===== src/rtl/ppu_attr_uploader_if.sv =====
// Bus bundle for ppu_attr_uploader: host-side shadow write port and
// PPU-side register write port. The uploader uses the master view, the
// host bridge / PPU environment uses the slave view.
interface ppu_attr_uploader_if;
  logic        host_valid;
  logic        host_ready;
  logic [3:0]  host_index;
  logic [31:0] host_data;
  logic        ppu_chipselect;
  logic        ppu_write;
  logic [15:0] ppu_address;
  logic [31:0] ppu_writedata;

  modport master (
    input  host_valid, host_index, host_data,
    output host_ready, ppu_chipselect, ppu_write, ppu_address, ppu_writedata
  );

  modport slave (
    output host_valid, host_index, host_data,
    input  host_ready, ppu_chipselect, ppu_write, ppu_address, ppu_writedata
  );
endinterface


===== src/rtl/ppu_attr_uploader.sv =====
// ppu_attr_uploader: CPU-side shadow of the PPU sprite attribute table.
// After a commit pulse, the shadow is replayed into the PPU as a burst of
// NUM_ATTR back-to-back register writes starting at the next vblank rise.
// Optional feature: define PPU_ATTR_UPLOADER_DIRTY_EN to write only the
// entries touched by the host since they were last uploaded.
module ppu_attr_uploader #(
  parameter int unsigned NUM_ATTR  = 16,
  parameter logic [1:0]  TABLE_SEL = 2'b00
) (
  input  logic                  clk,
  input  logic                  reset,
  ppu_attr_uploader_if.master   bus,
  input  logic                  commit,
  input  logic                  vblank,
  output logic                  busy,
  output logic                  done
);

  localparam int unsigned IW = (NUM_ATTR > 1) ? $clog2(NUM_ATTR) : 1;
  localparam logic [IW-1:0] LAST = IW'(NUM_ATTR - 1);

  typedef enum logic [1:0] {IDLE, PENDING, COPY} state_t;

  state_t        state_q, state_d;
  logic [IW-1:0] idx_q, idx_d;
  logic          vblank_q;
  logic          commit_pend_q, commit_pend_d;
  logic          cs_q, cs_d;
  logic [15:0]   addr_q, addr_d;
  logic [31:0]   data_q, data_d;
  logic          done_q, done_d;
  logic [31:0]   shadow_q [NUM_ATTR];

  logic          vblank_edge;
  logic          host_wr;
  logic [IW-1:0] host_idx;
  logic          load;
  logic [IW-1:0] load_idx;

`ifdef PPU_ATTR_UPLOADER_DIRTY_EN
  logic [NUM_ATTR-1:0] dirty_q;
`endif

  assign vblank_edge = vblank & ~vblank_q;
  assign host_wr     = bus.host_valid & bus.host_ready;
  assign host_idx    = bus.host_index[IW-1:0];

  // Next-state and registered-output computation; every output of the
  // block is a flop loaded from here, so the first PPU write appears in
  // the same cycle the FSM enters COPY.
  always_comb begin
    state_d       = state_q;
    idx_d         = idx_q;
    commit_pend_d = commit_pend_q;
    cs_d          = 1'b0;
    addr_d        = '0;
    data_d        = '0;
    done_d        = 1'b0;
    load          = 1'b0;
    load_idx      = '0;

    case (state_q)
      IDLE: begin
        if (commit) state_d = PENDING;
      end
      PENDING: begin
        if (vblank_edge) begin
          state_d  = COPY;
          idx_d    = '0;
          load     = 1'b1;
          load_idx = '0;
        end
      end
      COPY: begin
        if (commit) commit_pend_d = 1'b1;
        if (idx_q == LAST) begin
          // A commit seen during the burst (or on its final cycle) re-arms
          // the uploader for the next vblank instead of being dropped.
          state_d       = (commit_pend_q | commit) ? PENDING : IDLE;
          commit_pend_d = 1'b0;
          done_d        = 1'b1;
        end else begin
          idx_d    = idx_q + IW'(1);
          load     = 1'b1;
          load_idx = idx_q + IW'(1);
        end
      end
      default: state_d = IDLE;
    endcase

    if (load) begin
`ifdef PPU_ATTR_UPLOADER_DIRTY_EN
      cs_d = dirty_q[load_idx];
`else
      cs_d = 1'b1;
`endif
      addr_d = {6'b0, TABLE_SEL, 4'b0, 4'(load_idx)};
      data_d = shadow_q[load_idx];
    end
  end

  // FSM state, copy index, edge detector and registered PPU outputs.
  always_ff @(posedge clk or posedge reset) begin
    if (reset) begin
      state_q       <= IDLE;
      idx_q         <= '0;
      vblank_q      <= 1'b0;
      commit_pend_q <= 1'b0;
      cs_q          <= 1'b0;
      addr_q        <= '0;
      data_q        <= '0;
      done_q        <= 1'b0;
    end else begin
      state_q       <= state_d;
      idx_q         <= idx_d;
      vblank_q      <= vblank;
      commit_pend_q <= commit_pend_d;
      cs_q          <= cs_d;
      addr_q        <= addr_d;
      data_q        <= data_d;
      done_q        <= done_d;
    end
  end

  // Shadow table: host writes land here whenever the host port is open.
  always_ff @(posedge clk or posedge reset) begin
    if (reset) begin
      for (int unsigned i = 0; i < NUM_ATTR; i++) shadow_q[i] <= '0;
    end else if (host_wr) begin
      shadow_q[host_idx] <= bus.host_data;
    end
  end

`ifdef PPU_ATTR_UPLOADER_DIRTY_EN
  // Dirty tracking: cleared as an entry is scanned, set by a host write;
  // a write coinciding with the scan of its entry keeps it dirty so the
  // new value goes out with the next upload.
  always_ff @(posedge clk or posedge reset) begin
    if (reset) begin
      dirty_q <= '0;
    end else begin
      if (load)    dirty_q[load_idx] <= 1'b0;
      if (host_wr) dirty_q[host_idx] <= 1'b1;
    end
  end
`endif

  assign bus.host_ready     = ~reset & (state_q != COPY);
  assign bus.ppu_chipselect = cs_q;
  assign bus.ppu_write      = cs_q;
  assign bus.ppu_address    = addr_q;
  assign bus.ppu_writedata  = data_q;
  assign busy               = (state_q != IDLE);
  assign done               = done_q;

endmodule


===== src/flat_wrapper.sv =====
// flat-port wrapper written by rule: the top's interface ports become plain ports
module ppu_attr_uploader_flat 
#(
  parameter int unsigned NUM_ATTR  = 16,
  parameter logic [1:0]  TABLE_SEL = 2'b00
)
  (clk, reset, commit, vblank, busy, done, bus_host_valid, bus_host_index, bus_host_data, bus_host_ready, bus_ppu_chipselect, bus_ppu_write, bus_ppu_address, bus_ppu_writedata);
  ppu_attr_uploader_if bus_i ();
  input  logic clk;
  input  logic reset;
  input  logic commit;
  input  logic vblank;
  output logic busy;
  output logic done;
  input wire logic [$bits(bus_i.host_valid)-1:0] bus_host_valid;
  input wire logic [$bits(bus_i.host_index)-1:0] bus_host_index;
  input wire logic [$bits(bus_i.host_data)-1:0] bus_host_data;
  output wire logic [$bits(bus_i.host_ready)-1:0] bus_host_ready;
  output wire logic [$bits(bus_i.ppu_chipselect)-1:0] bus_ppu_chipselect;
  output wire logic [$bits(bus_i.ppu_write)-1:0] bus_ppu_write;
  output wire logic [$bits(bus_i.ppu_address)-1:0] bus_ppu_address;
  output wire logic [$bits(bus_i.ppu_writedata)-1:0] bus_ppu_writedata;
  assign bus_i.host_valid = bus_host_valid;
  assign bus_i.host_index = bus_host_index;
  assign bus_i.host_data = bus_host_data;
  assign bus_host_ready = bus_i.host_ready;
  assign bus_ppu_chipselect = bus_i.ppu_chipselect;
  assign bus_ppu_write = bus_i.ppu_write;
  assign bus_ppu_address = bus_i.ppu_address;
  assign bus_ppu_writedata = bus_i.ppu_writedata;
  ppu_attr_uploader #(.NUM_ATTR(NUM_ATTR), .TABLE_SEL(TABLE_SEL)) u_core (.clk(clk), .reset(reset), .bus(bus_i), .commit(commit), .vblank(vblank), .busy(busy), .done(done));
endmodule

===== config.mk =====
export PLATFORM = sky130hd
export DESIGN_NAME = ppu_attr_uploader_flat
export DESIGN_NICKNAME = d
export VERILOG_FILES = /design/src/rtl/ppu_attr_uploader_if.sv /design/src/rtl/ppu_attr_uploader.sv /design/src/flat_wrapper.sv
export SDC_FILE = /design/constraint.sdc
export NUM_CORES = 1
export LEC_CHECK = 0
export BUFFER_PORTS_ARGS = -buffer_cell sky130_fd_sc_hd__buf_4
export CORE_MARGIN = 3
export CORE_UTILIZATION = 65
export DETAILED_ROUTE_END_ITERATION = 10
export PLACE_DENSITY = 0.83
export SLEW_MARGIN = 30
export SYNTH_ARGS = -nofsm -noshare
export SYNTH_HDL_FRONTEND = slang
export SYNTH_SLANG_ARGS = --single-unit

===== constraint.sdc =====
create_clock -name clk -period 47.4 [get_ports clk]
set_input_delay 4.74 -clock clk [delete_from_list [all_inputs] [get_ports clk]]
set_output_delay 4.74 -clock clk [all_outputs]
set_load 0.1 [all_outputs]

==> results of run 1 <==
==> through the flow <==
stage | setup slack (ps) | util, % | cells | area, µm²
after floorplan | 27060 | - | 1898 | 25200
after global placement | 37390 | 68.7 | 2343 | 26000
after detailed placement | 37390 | 68.7 | 2343 | 26000
after CTS | 37390 | 73.4 | 2447 | 27800
after global routing | 37360 | 73.5 | 2448 | 27800
final | 37390 | 73.5 | 2448 | 27800
==> where the power goes <==
group          switching, W  total, W  leakage (nW)  internal, W
clock network      0.000185  0.000427         0.899     0.000242
logic              0.000245  0.000468          4.67     0.000223
registers         0.0000687  0.000674          7.25     0.000605
==> synth_stat cells (all sizes together) <==
cell	n
a211oi	1
a21boi	1
a21o	1
a21oi	2
a221oi	1
a22o	1
a2bb2oi	31
a32o	1
and2	2
and3	5
buf	94
clkbuf	85
conb	1
dfrtp	558
ha	6
inv	9
mux2	640
mux2i	1
nand2	52
nand2b	2
nand3	8
nand3b	1
nand4	1
nor2	47
nor2b	3
nor3	2
nor3b	3
o21a	31
o21ai	104
o22a	62
o22ai	127
o32ai	1
or2	1
or3b	1
xor2	1
==> critical path: cells and delay by family <==
kind,cells,cell delay [ps]
buffers and inverters,2,440
and+or+nand+nor,1,90
==> logic make-up after synthesis <==
logic type               after synthesis
adder cells (fa/ha/maj)                6
XOR/XNOR                               1
other                                  1
AND/OR/NAND/NOR                      128
flip-flops                           558
buffers and inverters                188
AO/OA/AOI/OAI                        364
multiplexers                         641
==> how the worst min path moves through the flow <==
stage / to / slack, ps / cells after the start
detailed placement: u_core.shadow_q[247] / 480 / 1
floorplan: u_core.commit_pend_q / 460 / 2
CTS: u_core.shadow_q[247] / 490 / 1
global route: u_core.shadow_q[408] / 510 / 1
global placement: u_core.shadow_q[250] / 470 / 1
finish: u_core.shadow_q[504] / 490 / 1
==> state kept, by name (all words and copies together) (netlist names) <==
name                       count
u_core.shadow_q              512
u_core.bus.ppu_writedata      32
u_core.bus.ppu_address         4
u_core.idx_q                   4
u_core.state_q                 2
u_core.bus.ppu_chipselect      1
u_core.commit_pend_q           1
u_core.done                    1
u_core.vblank_q                1
==> routing by layer <==
| layer | routed length (µm) | vias up |
|---|---|---|
| li1 | - | 6882 |
| met1 | 26100 | 8544 |
| met2 | 31000 | 745 |
| met3 | 5030 | 182 |
| met4 | 2370 | 0 |
| met5 | 0 | - |
==> cell type report <==
| type | count | area (µm²) |
|---|---|---|
| clock inverter | 23 | 128 |
| timing repair buffer | 114 | 905 |
| multi-input combinational | 1152 | 10500 |
| fill | 2444 | 10000 |
| inverter | 9 | 46.3 |
| clock buffer | 81 | 1660 |
| sequential | 558 | 14000 |
| tap | 511 | 639 |
==> impl_metrics.env, run 1 <==
export IMPL_r2r_start="u_core.idx_q[0]"
export IMPL_gr_total_overflow=0
export IMPL_clock_sinks=558
export IMPL_place_congestion=0.761
export IMPL_setup_worst_path_start="reset"
export IMPL_cp_slowest_cell="buf_4"
export IMPL_clock_path_buffers=3
export IMPL_synthesis_area_um2=25100
export IMPL_grt_busiest_layer="met2"
export IMPL_worst_pin_slew_ps=1020
export IMPL_path_cells="buf_4 > nor2_1 > buf_4"
export IMPL_synth_top_area_share_pct=55.6
export IMPL_cts_buffers=56
export IMPL_arrival_ps=5270
export IMPL_yosys_mux_area_fraction_pct=28.7
export IMPL_crit_type="input pin to output port"
export IMPL_power_total_w=0.00157
export IMPL_row_count=71
export IMPL_max_stage_delay_ps=300
export IMPL_synth_fa_ha_area_share_pct=0.299
export IMPL_area_delta_synth_final_pct=10.8
export IMPL_required_ps=42660
export IMPL_grtUsageMet3_pct=5.77
export IMPL_r2r_end="u_core.bus.ppu_writedata[19]"
export IMPL_hpwlAfterDp_mm=32.0
export IMPL_grt_pass1_vias=17100
export IMPL_gr_usage_met2_pct=51.2
export IMPL_via_per_inst=6.68
export IMPL_synth_xor_area_share_pct=0.0349
export IMPL_grt_pass1_wl_mm=99.9
export IMPL_status="completed"
export IMPL_clk_root_buffer_cell="clkbuf_16"
export IMPL_synth_seq_cells=558
export IMPL_drv_slew=0
export IMPL_routedWlPerCell_um=26.4
export IMPL_cts_tree="yes"
export IMPL_fp_dieH_um=203
export IMPL_slew_headroom_pct=31.9
export IMPL_worstPathMaxFanout=3
export IMPL_hold_ws_ps=490
export IMPL_cts_setup_buffers=0
export IMPL_post_synth_cell_area_avg_um2=13.3
export IMPL_synth_area_top_cells="dfrtp_1, mux2_2, o22ai_1"
export IMPL_final_cell_mix="mux2_2, dfrtp_1, o22ai_1, buf_4, o21ai_0"
export IMPL_vias=16400
export IMPL_drt_initial_drc_count=1286
export IMPL_antenna_found_initial=0
export IMPL_io_pin_count=94
export IMPL_drive_gt1_share_pct=44.7
export IMPL_setup_viol=0
export IMPL_yosysWarnings=0
export IMPL_post_route_period_util_pct=21.1
export IMPL_hold_path_startpoint="u_core.shadow_q[504]"
export IMPL_final_min_clock_period_ps=10010
export IMPL_postCtsResizedCells=0
export IMPL_dieArea_um2=41000
export IMPL_die_x_um=203
export IMPL_leakagePower_nw=12.8
export IMPL_drc_errors=0
export IMPL_nets=1938
export IMPL_dr_pass1_iters=5
export IMPL_path_clk_slew_ps=60
export IMPL_hold_class="register to register"
export IMPL_power_density_nw_per_um2=56.4
export IMPL_routed_wl_mm=64.6
export IMPL_fp_coreArea_um2=37800
export IMPL_antenna_left=0
export IMPL_initial_utilization_pct=66.4
export IMPL_layout_commonest_cell="mux2_2"
export IMPL_cts_max_level=2
export IMPL_cp_start_kind="input pin"
export IMPL_synth_compound_area_share_pct=9.68
export IMPL_n_antenna_cell=0
export IMPL_rr_worst_depth=9
export IMPL_finalHoldViolCount=0
export IMPL_fmax_mhz=99.9
export IMPL_synth_top_family_by_area="multiplexers"
export IMPL_endpoint="bus_host_ready"
export IMPL_yosysTopAreaCell="dfrtp_1"
export IMPL_grt_start_max_net_pins=190
export IMPL_cp_end_kind="output port"
export IMPL_cp_common_cell="buf_4"
export IMPL_syn_inst=1887
export IMPL_grt_use_total_pct=31.6
export IMPL_postCtsHoldBufs=0
export IMPL_ys_types=42
export IMPL_grt_use_met1_pct=42.7
export IMPL_finClkSkew_ps=8.71
export IMPL_rsz0062_at_grt="false"
export IMPL_ir_drop_mv=0.0381
export IMPL_numPortBuffers=81
export IMPL_clock_latency_ps=610
export IMPL_ys_seq_area_share_pct=55.6
export IMPL_reg2reg_slack_ps=42960
export IMPL_cap_viol_max_count=0
export IMPL_synth_simple_gate_area_share_pct=2.33
export IMPL_setup_tns_ps=0
Power figures use the tool's default switching activity.
==> inputs of run 2 (changes only) <==
- ABC_AREA: default -> 1
- CORE_UTILIZATION: 65 -> 56
- PLACE_DENSITY: 0.83 -> 0.76
- clock period: 47.4 -> 8.2 ns (I/O delays scaled with it)
==> impl_metrics.env, run 2 <==
export IMPL_worstPathMaxFanout=192
export IMPL_drc_errors=0
export IMPL_postCtsHoldBufs=0
export IMPL_gr_total_overflow=0
export IMPL_slew_headroom_pct=27.2
export IMPL_postCtsResizedCells=0
export IMPL_stdcell_area_um2=28600
export IMPL_ys_types=28
export IMPL_power_density_nw_per_um2=356
export IMPL_nets=3143
export IMPL_synthTopCellsByCount="nand2_1, nand3_1, dfrtp_1"
export IMPL_layout_commonest_cell="nand2_1"
export IMPL_place_congestion=0.785
export IMPL_finalHoldViolCount=0
export IMPL_synth_edf_count=0
export IMPL_path_clk_slew_ps=60
export IMPL_yosysTopAreaCell="dfrtp_1"
export IMPL_postPlaceCellArea_um2=26500
export IMPL_clock_path_buffers=3
export IMPL_final_cell_mix="nand2_1, nand3_1, dfrtp_1, o21ai_0, inv_1"
export IMPL_leakagePower_nw=13.6
export IMPL_routedWlPerCell_um=19.8
export IMPL_cts_tree="yes"
export IMPL_dieArea_um2=48800
export IMPL_dr_pass1_iters=8
export IMPL_area_delta_synth_final_pct=10.8
export IMPL_rsz0062_at_grt="false"
export IMPL_post_synth_cell_area_avg_um2=8.12
export IMPL_post_route_period_util_pct=43.7
export IMPL_final_min_clock_period_ps=3580
export IMPL_cts_max_level=2
export IMPL_status="completed"
export IMPL_setup_viol=0
export IMPL_max_flop_register="u_core.shadow_q"
export IMPL_die_x_um=221
export IMPL_vias=22400
export IMPL_fp_coreArea_um2=45500
export IMPL_clk_root_buffer_cell="clkbuf_16"
export IMPL_synth_top_area_share_pct=54.0
export IMPL_n_antenna_cell=0
export IMPL_fp_dieH_um=221
export IMPL_hpwlAfterDp_mm=37.3
export IMPL_ys_seq_area_share_pct=54.0
export IMPL_worst_pin_slew_ps=1090
export IMPL_clock_sinks=558
export IMPL_syn_inst=3184
export IMPL_final_cells=3742
export IMPL_drive_gt1_share_pct=7.86
export IMPL_row_count=78
export IMPL_grt_use_total_pct=30.1
export IMPL_grt_start_max_net_pins=193
export IMPL_required_ps=8700
export IMPL_synth_most_common_cell="nand2_1"
export IMPL_yosysWarnings=0
export IMPL_cts_setup_buffers=0
export IMPL_finClkSkew_ps=22.3
export IMPL_ys_flop_type="dfrtp_1"
export IMPL_synthesis_area_um2=25900
export IMPL_routed_wl_mm=73.9
export IMPL_synth_area_top_cells="dfrtp_1, nand2_1, nand3_1"
export IMPL_power_total_w=0.0102
export IMPL_via_per_inst=5.98
export IMPL_ir_drop_mv=0.332
export IMPL_placed_cells=3636
export IMPL_io_pin_count=94
export IMPL_cp_end_kind="register"
export IMPL_largest_reg_flops=512
export IMPL_numPortBuffers=81
export IMPL_grt_pass1_wl_mm=118
export IMPL_drt_initial_drc_count=3082
export IMPL_initial_utilization_pct=56.9
export IMPL_antenna_found_initial=0
export IMPL_fmax_mhz=279
export IMPL_cts_buffers=57
export IMPL_async_flop_share_pct=100
export IMPL_fin_util_pct=63.0
export IMPL_arrival_ps=4080
export IMPL_antenna_left=0
export IMPL_cap_viol_max_count=0
export IMPL_crit_type="register to register"
export IMPL_clock_latency_ps=630
export IMPL_drv_slew=0
export IMPL_setup_tns_ps=0
export IMPL_synth_seq_cells=558
export IMPL_grt_pass1_vias=21500
export IMPL_cp_start_kind="register"
export IMPL_hold_class="input pin to asynchronous set/reset pin"
[run 2: changes by cell type after synthesis, moves of 29 or more]
cell,change
buf_2,+49
mux2_2,-625
o21ai_1,+84
o21ai_0,+329
o21a_1,-29
nand3b_1,+83
a2bb2oi_1,-31
o22a_1,-62
o22ai_1,-127
inv_1,+177
clkbuf_1,+79
nand3_1,+564
nand2_1,+843
[run 2: final timing paths]
path	from	endpoint	slack, ps	depth (start not counted)
min in group clk	vblank	u_core.vblank_q	320	1
worst max register to register	u_core.idx_q[0]	u_core.bus.ppu_writedata[29]	4620	11
worst min register to register	u_core.shadow_q[4]	u_core.shadow_q[4]	480	2
worst max-delay path	u_core.idx_q[0]	u_core.bus.ppu_writedata[29]	4620	11
worst min-delay path	reset	u_core.state_q[1]	230	2
max in group asynchronous	reset	u_core.shadow_q[90]	6160	4
[run 2: cell type report]
| cell class | count | area (µm²) |
|---|---|---|
| timing repair buffer | 117 | 1000 |
| inverter | 192 | 729 |
| clock inverter | 30 | 468 |
| multi-input combinational | 2170 | 10100 |
| tap | 600 | 751 |
| sequential | 558 | 14000 |
| clock buffer | 75 | 1610 |
| fill | 3862 | 16800 |
[run 2: through the flow]
stage / setup WS (ps) / hold WS (ps)
2_1_floorplan: -216 / 444
3_3_place_gp: 4460 / 457
3_5_place_dp: 4780 / 464
4_1_cts: 4750 / 212
5_1_grt: 4480 / 238
6_report: 4620 / 227
[run 2: worst max-delay path: stages (launching register included)]
cell	delay (ps)
dfrtp_1	440
ha_1	290
nand3_4	140
buf_12	490
nand2_4	580
buf_12	430
nand2_1	250
nand3_1	90
nand3_1	130
nand3_1	100
nand2_1	100
nor2_1	50
[run 2: kinds of logic (layout without fill, tap and decap cells)]
family | Yosys count | in the layout | share of synthesized area, %
adders and majority gates | 6 | 6 | 0.290
AOI/OAI and AO/OA | 527 | 527 | 10.2
buffers and inverters | 467 | 414 | 7.49
and+or+nand+nor | 1623 | 1623 | 27.9
xor gates and xnor gates | 1 | 1 | 0.0339
other | 1 | 12 | 0.0145
DFF | 558 | 558 | 54.0
muxes | 1 | 1 | 0.0435
[run 2: per-layer routing]
metal	GRT usage [%]	up-vias	routed length [µm]
li1	-	10200	-
met4	12.0	0	2800
met1	42.0	10900	30500
met5	0	-	0
met3	4.96	170	6740
met2	47.5	1114	33900
[run 2: where the power goes]
part,switching [W],internal [W]
clock network,0.00111,0.00175
logic,0.00250,0.00109
registers,0.000361,0.00338
